$ cat src/rtl/riscv_ctrl_pkg.sv
// Shared encodings for the RV32I-subset control decoder: opcodes and the
// select/operation codes driven onto the datapath.
package riscv_ctrl_pkg;

  localparam logic [6:0] OP_RTYPE = 7'b0110011;
  localparam logic [6:0] OP_IALU  = 7'b0010011;
  localparam logic [6:0] OP_LOAD  = 7'b0000011;
  localparam logic [6:0] OP_STORE = 7'b0100011;
  localparam logic [6:0] OP_BEQ   = 7'b1100011;
  localparam logic [6:0] OP_JAL   = 7'b1101111;
  localparam logic [6:0] OP_JALR  = 7'b1100111;
  localparam logic [6:0] OP_LUI   = 7'b0110111;

  typedef enum logic [1:0] {
    ALUOP_ADD   = 2'b00,
    ALUOP_SUB   = 2'b01,
    ALUOP_FUNCT = 2'b10
  } alu_op_t;

  typedef enum logic [2:0] {
    ALU_ADD = 3'b000,
    ALU_SUB = 3'b001,
    ALU_AND = 3'b010,
    ALU_OR  = 3'b011,
    ALU_SLT = 3'b101
  } alu_ctrl_t;

  typedef enum logic [2:0] {
    IMM_I = 3'b000,
    IMM_S = 3'b001,
    IMM_B = 3'b010,
    IMM_J = 3'b011,
    IMM_U = 3'b100
  } imm_src_t;

  typedef enum logic [1:0] {
    RES_ALU = 2'b00,
    RES_MEM = 2'b01,
    RES_PC4 = 2'b10,
    RES_IMM = 2'b11
  } result_src_t;

  typedef enum logic [1:0] {
    PC_PLUS4  = 2'b00,
    PC_TARGET = 2'b01,
    PC_ALU    = 2'b10
  } pc_src_t;

endpackage

$ cat src/rtl/riscv_control_unit_if.sv
// Instruction/flag inputs and datapath control outputs of the decoder.
interface riscv_control_unit_if;

  logic [31:0] Instr;
  logic        Zero;
  logic [1:0]  PCSrc;
  logic [1:0]  ResultSrc;
  logic        MemWrite;
  logic        ALUSrc;
  logic        RegWrite;
  logic [2:0]  ALUControl;
  logic [2:0]  ImmSrc;
  logic        Illegal;
  logic        IllegalSeen;

  modport master (
    output Instr, Zero,
    input  PCSrc, ResultSrc, MemWrite, ALUSrc, RegWrite,
    input  ALUControl, ImmSrc, Illegal, IllegalSeen
  );

  modport slave (
    input  Instr, Zero,
    output PCSrc, ResultSrc, MemWrite, ALUSrc, RegWrite,
    output ALUControl, ImmSrc, Illegal, IllegalSeen
  );

endinterface

$ cat src/rtl/riscv_alu_decoder.sv
// Maps the main decoder's ALUOp plus funct fields to an ALU operation;
// flags funct3 values this core does not implement.
module riscv_alu_decoder
  import riscv_ctrl_pkg::*;
(
  input  alu_op_t     alu_op,
  input  logic [2:0]  funct3,
  input  logic        op5,
  input  logic        funct7b5,
  output alu_ctrl_t   alu_control,
  output logic        illegal
);

  always_comb begin
    alu_control = ALU_ADD;
    illegal     = 1'b0;
    case (alu_op)
      ALUOP_ADD: alu_control = ALU_ADD;
      ALUOP_SUB: alu_control = ALU_SUB;
      ALUOP_FUNCT: begin
        case (funct3)
          // op5 separates R-type from I-type so addi never becomes sub
          3'b000:  alu_control = (op5 && funct7b5) ? ALU_SUB : ALU_ADD;
          3'b010:  alu_control = ALU_SLT;
          3'b110:  alu_control = ALU_OR;
          3'b111:  alu_control = ALU_AND;
          default: begin
            alu_control = ALU_ADD;
            illegal     = 1'b1;
          end
        endcase
      end
      default: alu_control = ALU_ADD;
    endcase
  end

endmodule

$ cat src/rtl/riscv_control_unit.sv
// Single-cycle RV32I-subset control unit: combinational main decode, ALU
// decode sub-block, and a sticky illegal-instruction status flag.
module riscv_control_unit
  import riscv_ctrl_pkg::*;
(
  input  logic                  clk,
  input  logic                  rst_n,
  riscv_control_unit_if.slave   ctrl
);

  logic [6:0]  op;
  logic [2:0]  funct3;
  logic        funct7b5;
  logic        unused_instr;

  logic        reg_write_dec;
  logic        mem_write_dec;
  logic        alu_src;
  imm_src_t    imm_src;
  result_src_t result_src;
  alu_op_t     alu_op;
  pc_src_t     pc_src_dec;
  logic        op_illegal;

  alu_ctrl_t   alu_control;
  logic        alu_illegal;
  logic        illegal;
  logic        illegal_seen_reg;

  assign op           = ctrl.Instr[6:0];
  assign funct3       = ctrl.Instr[14:12];
  assign funct7b5     = ctrl.Instr[30];
  assign unused_instr = ^{ctrl.Instr[31], ctrl.Instr[29:15], ctrl.Instr[11:7]};

  always_comb begin
    reg_write_dec = 1'b0;
    mem_write_dec = 1'b0;
    alu_src       = 1'b0;
    imm_src       = IMM_I;
    result_src    = RES_ALU;
    alu_op        = ALUOP_ADD;
    pc_src_dec    = PC_PLUS4;
    op_illegal    = 1'b0;
    case (op)
      OP_RTYPE: begin
        reg_write_dec = 1'b1;
        alu_op        = ALUOP_FUNCT;
      end
      OP_IALU: begin
        reg_write_dec = 1'b1;
        alu_src       = 1'b1;
        alu_op        = ALUOP_FUNCT;
      end
      OP_LOAD: begin
        reg_write_dec = 1'b1;
        alu_src       = 1'b1;
        result_src    = RES_MEM;
      end
      OP_STORE: begin
        imm_src       = IMM_S;
        alu_src       = 1'b1;
        mem_write_dec = 1'b1;
      end
      OP_BEQ: begin
        imm_src    = IMM_B;
        alu_op     = ALUOP_SUB;
        pc_src_dec = ctrl.Zero ? PC_TARGET : PC_PLUS4;
      end
      OP_JAL: begin
        reg_write_dec = 1'b1;
        imm_src       = IMM_J;
        result_src    = RES_PC4;
        pc_src_dec    = PC_TARGET;
      end
      OP_JALR: begin
        reg_write_dec = 1'b1;
        alu_src       = 1'b1;
        result_src    = RES_PC4;
        pc_src_dec    = PC_ALU;
      end
      OP_LUI: begin
        reg_write_dec = 1'b1;
        imm_src       = IMM_U;
        result_src    = RES_IMM;
      end
      default: op_illegal = 1'b1;
    endcase
  end

  riscv_alu_decoder u_alu_decoder (
    .alu_op      (alu_op),
    .funct3      (funct3),
    .op5         (op[5]),
    .funct7b5    (funct7b5),
    .alu_control (alu_control),
    .illegal     (alu_illegal)
  );

  assign illegal = op_illegal | alu_illegal;

  // State-changing controls are held off while reset is asserted
  assign ctrl.RegWrite    = rst_n & reg_write_dec;
  assign ctrl.MemWrite    = rst_n & mem_write_dec;
  assign ctrl.PCSrc       = rst_n ? pc_src_dec : PC_PLUS4;
  assign ctrl.ALUSrc      = alu_src;
  assign ctrl.ImmSrc      = imm_src;
  assign ctrl.ResultSrc   = result_src;
  assign ctrl.ALUControl  = alu_control;
  assign ctrl.Illegal     = illegal;
  assign ctrl.IllegalSeen = illegal_seen_reg;

  always_ff @(posedge clk or negedge rst_n) begin
    if (!rst_n) begin
      illegal_seen_reg <= 1'b0;
    end else if (illegal) begin
      illegal_seen_reg <= 1'b1;
    end
  end

endmodule

$ cat src/flat_wrapper.sv
// flat-port wrapper written by rule: the top's interface ports become plain ports
module riscv_control_unit_flat import riscv_ctrl_pkg::*;
  (clk, rst_n, ctrl_Instr, ctrl_Zero, ctrl_PCSrc, ctrl_ResultSrc, ctrl_MemWrite, ctrl_ALUSrc, ctrl_RegWrite, ctrl_ALUControl, ctrl_ImmSrc, ctrl_Illegal, ctrl_IllegalSeen);
  riscv_control_unit_if ctrl_i ();
  input  logic clk;
  input  logic rst_n;
  input wire logic [$bits(ctrl_i.Instr)-1:0] ctrl_Instr;
  input wire logic [$bits(ctrl_i.Zero)-1:0] ctrl_Zero;
  output wire logic [$bits(ctrl_i.PCSrc)-1:0] ctrl_PCSrc;
  output wire logic [$bits(ctrl_i.ResultSrc)-1:0] ctrl_ResultSrc;
  output wire logic [$bits(ctrl_i.MemWrite)-1:0] ctrl_MemWrite;
  output wire logic [$bits(ctrl_i.ALUSrc)-1:0] ctrl_ALUSrc;
  output wire logic [$bits(ctrl_i.RegWrite)-1:0] ctrl_RegWrite;
  output wire logic [$bits(ctrl_i.ALUControl)-1:0] ctrl_ALUControl;
  output wire logic [$bits(ctrl_i.ImmSrc)-1:0] ctrl_ImmSrc;
  output wire logic [$bits(ctrl_i.Illegal)-1:0] ctrl_Illegal;
  output wire logic [$bits(ctrl_i.IllegalSeen)-1:0] ctrl_IllegalSeen;
  assign ctrl_i.Instr = ctrl_Instr;
  assign ctrl_i.Zero = ctrl_Zero;
  assign ctrl_PCSrc = ctrl_i.PCSrc;
  assign ctrl_ResultSrc = ctrl_i.ResultSrc;
  assign ctrl_MemWrite = ctrl_i.MemWrite;
  assign ctrl_ALUSrc = ctrl_i.ALUSrc;
  assign ctrl_RegWrite = ctrl_i.RegWrite;
  assign ctrl_ALUControl = ctrl_i.ALUControl;
  assign ctrl_ImmSrc = ctrl_i.ImmSrc;
  assign ctrl_Illegal = ctrl_i.Illegal;
  assign ctrl_IllegalSeen = ctrl_i.IllegalSeen;
  riscv_control_unit u_core (.clk(clk), .rst_n(rst_n), .ctrl(ctrl_i));
endmodule
$ cat config.mk
export PLATFORM = sky130hd
export DESIGN_NAME = riscv_control_unit_flat
export DESIGN_NICKNAME = d
export VERILOG_FILES = /design/src/rtl/riscv_ctrl_pkg.sv /design/src/rtl/riscv_control_unit_if.sv /design/src/rtl/riscv_alu_decoder.sv /design/src/rtl/riscv_control_unit.sv /design/src/flat_wrapper.sv
export SDC_FILE = /design/constraint.sdc
export NUM_CORES = 1
export LEC_CHECK = 0
export ABC_AREA = 1
export CORE_MARGIN = 8
export CORE_UTILIZATION = 25
export CTS_CLUSTER_SIZE = 8
export DETAILED_ROUTE_END_ITERATION = 10
export GPL_ROUTABILITY_DRIVEN = 0
export PLACE_DENSITY = 0.77
export SLEW_MARGIN = 10
export SYNTH_ARGS = -nofsm -noshare
export SYNTH_HDL_FRONTEND = slang
export SYNTH_SLANG_ARGS = --single-unit
$ cat constraint.sdc
create_clock -name clk -period 3.7 [get_ports clk]
set_input_delay 0.925 -clock clk [delete_from_list [all_inputs] [get_ports clk]]
set_output_delay 0.925 -clock clk [all_outputs]
set_load 0.02 [all_outputs]
==> results.py <==
metrics = {
    "run_status": {
        "status": "finished clean",
    },
    "synth": {
        "postSynthCellCount": 71,
        "seq_area_frac_synth_pct": 6.02,
        "yosys_register_bits": 1,
        "synthTopCellsByArea": "nand2_2 (12%), inv_1 (11%), nand2_1 (11%)",
        "synth.distinct_cells": 18,
        "synth_top_area_cell": "nand2_2",
        "synth_top_area_share_pct": 12.0,
        "netlist_area_um2": 415,
        "synth_nets": 108,
        "ys_warn_count": 0,
        "avgSynthCellArea_um2": 5.85,
    },
    "sta": {
        "tightest_slew_ps": 240,
        "timing.fmax_mhz": 284,
        "setup_tns_ps": 0,
        "rsz0062_at_grt": "false",
        "finalWorstSetupSlack_ps": 174,
        "post-route-period-util_pct": 95.3,
        "slew_headroom_pct": 84.0,
        "fin_worst_skew_ps": 0,
        "hold_violations": 0,
        "min_period_ps": 3530,
        "setup_viol_count_final": 0,
        "slew_violations": 0,
    },
    "power_and_ir_drop": {
        "powerDensity_mw_per_mm2": 71.2,
        "peakVddDrop_uv": 34.9,
        "p_total_w": 0.0000566,
        "leakage_nw": 0.492,
    },
    "grt": {
        "grt_pass1_vias": 608,
        "grt_max_degree": 5,
        "grt_util_all_layers_pct": 8.46,
        "antenna_found_initial": 0,
        "grt_pass1_wl_mm": 2.43,
        "grt_remaining_overflow": 0,
    },
    "route": {
        "drt_iter0_markers": 8,
        "drtPass1Iterations": 4,
        "ant_nets": 0,
        "totalWireLength_mm": 1.34,
        "avgRoutedWirePerCell_um": 10.8,
        "drc": 0,
        "vias": 557,
        "viasPerCell": 4.46,
    },
    "layout": {
        "layout-area-overhead-vs-synth_pct": 91.3,
        "finalNonFillerCells": 125,
        "nets": 148,
        "largest_reg_flops": 1,
        "nFillCells": 170,
        "drive_above_1_share_pct": 30.3,
        "num_antenna_cells": 0,
    },
    "worst_setup_path": {
        "end_kind": "primary output",
        "slowest_delay_ps": 470,
        "crit_path_start_kind": "input pin",
        "crit_fanout": 4,
        "cp.required_ps": 2770,
        "slowest_stage": "clkdlybuf4s50_1",
        "cp_common_cell": "nand2_2",
        "worstPathArrival_ps": 2600,
        "path_buf_inv": 4,
        "path_cells": "clkdlybuf4s50_1, inv_2, nand2_2, nor3_4, ha_1, inv_1, nor2_1, nand2_1, nand2_2, dlygate4sd2_1",
        "cpLargestDelayFamily": "buffers and inverters",
        "crit_type": "input pin to primary output",
    },
    "floorplanning": {
        "die_area_mm2": 0.00322,
        "die_height_um": 56.8,
        "ios": 50,
        "initial_core_util_pct": 26.9,
        "die_x_um": 56.8,
        "rows": 14,
        "core_mm2": 0.00154,
    },
    "place": {
        "place_inst": 125,
        "placement.io_buffers": 28,
        "place_ws_ps": -122,
        "post-dp-hpwl_mm": 1.23,
    },
    "clocking": {
        "clk_latency_ps": 0,
        "postCtsHoldBufs": 0,
        "cts_setup_buffers": 0,
        "cts_resized": 3,
        "path_clk_slew_ps": 0,
    },
    "job": {
        "maxCapViolCount": 0,
    },
    "hold_path": {
        "holdCritPathClass": "flip-flop to flip-flop",
    },
}
[synth_stat cells]
cell type	instances
nor3_4	1
ha_1	2
nand3b_1	1
nand4_1	3
nor2_4	1
inv_2	3
nor2_2	3
nand3_2	3
nand3_1	2
inv_1	12
a21oi_1	2
dfrtp_1	1
inv_4	1
a31oi_1	1
nor2_1	12
nand2_1	12
nand2_2	8
nand2_4	3
[worst paths after layout]
path | slack, ps | to | from | depth (start not counted)
max in group asynchronous | 2450 | u_core.ctrl.IllegalSeen | rst_n | 1
setup / recovery | 170 | ctrl_Illegal | ctrl_Instr[6] | 10
hold reg to reg | 470 | u_core.ctrl.IllegalSeen | u_core.ctrl.IllegalSeen | 2
min in group asynchronous | 1110 | u_core.ctrl.IllegalSeen | rst_n | 1
setup reg to reg | 3100 | u_core.ctrl.IllegalSeen | u_core.ctrl.IllegalSeen | 2
hold / removal | 470 | u_core.ctrl.IllegalSeen | u_core.ctrl.IllegalSeen | 2
[stage by stage]
step	hold slack (ps)	utilization, %	cell area, um2
after floorplan	598	-	415
after global placement	462	51.3	791
after detailed placement	474	51.3	791
after CTS	474	51.1	787
after global routing	482	51.5	795
final	470	51.5	795
[layout by cell type, fill, tap and decap left out, drive strengths merged, types with 2 or more instances in the layout]
cell type,count
nand2,23
clkdlybuf4s50,22
inv,16
nor2,16
buf,10
nand3,5
nand4,3
dlygate4sd2,3
dlymetal6s2s,3
a21oi,2
ha,2
[metal layers]
layer | GRT usage [%] | part of all wire (%) | up-vias
li1 | - | - | 292
met3 | 1.57 | 7.1 | 0
met2 | 16.0 | 51 | 23
met1 | 10.1 | 41 | 242
met5 | 0 | 0 | -
met4 | 0 | 0 | 0
[worst min-delay path, delay by kind of cell, from the launching register on]
family	cells	cell delay, ps
flip-flops	1	330
AND/OR/NAND/NOR	1	50
buffers and inverters	1	50
[layout make-up]
class	count	area, um2	share of cell area (%)
Inverter	16	62.6	7.87
Multi-Input combinational cell	54	328	41.3
Sequential cell	1	25.0	3.15
Tap cell	16	20.0	2.52
Timing Repair Buffer	38	359	45.2
[power by group]
group           total, W  internal (W)  switching [W]
combinational  0.0000454     0.0000242      0.0000213
sequential     0.0000111     0.0000111              0
clock                  0             0              0
[kinds of logic (layout without fill, tap and decap cells)]
kind of cell	after synthesis	count (layout)	synth area share (%)
compound gates	3	3	3.92
fa+ha+maj	2	2	6.02
buf+inv	16	54	15.1
flops	1	1	6.02
simple gates	49	49	69.0
No activity file was read; power rests on OpenSTA's default activity.
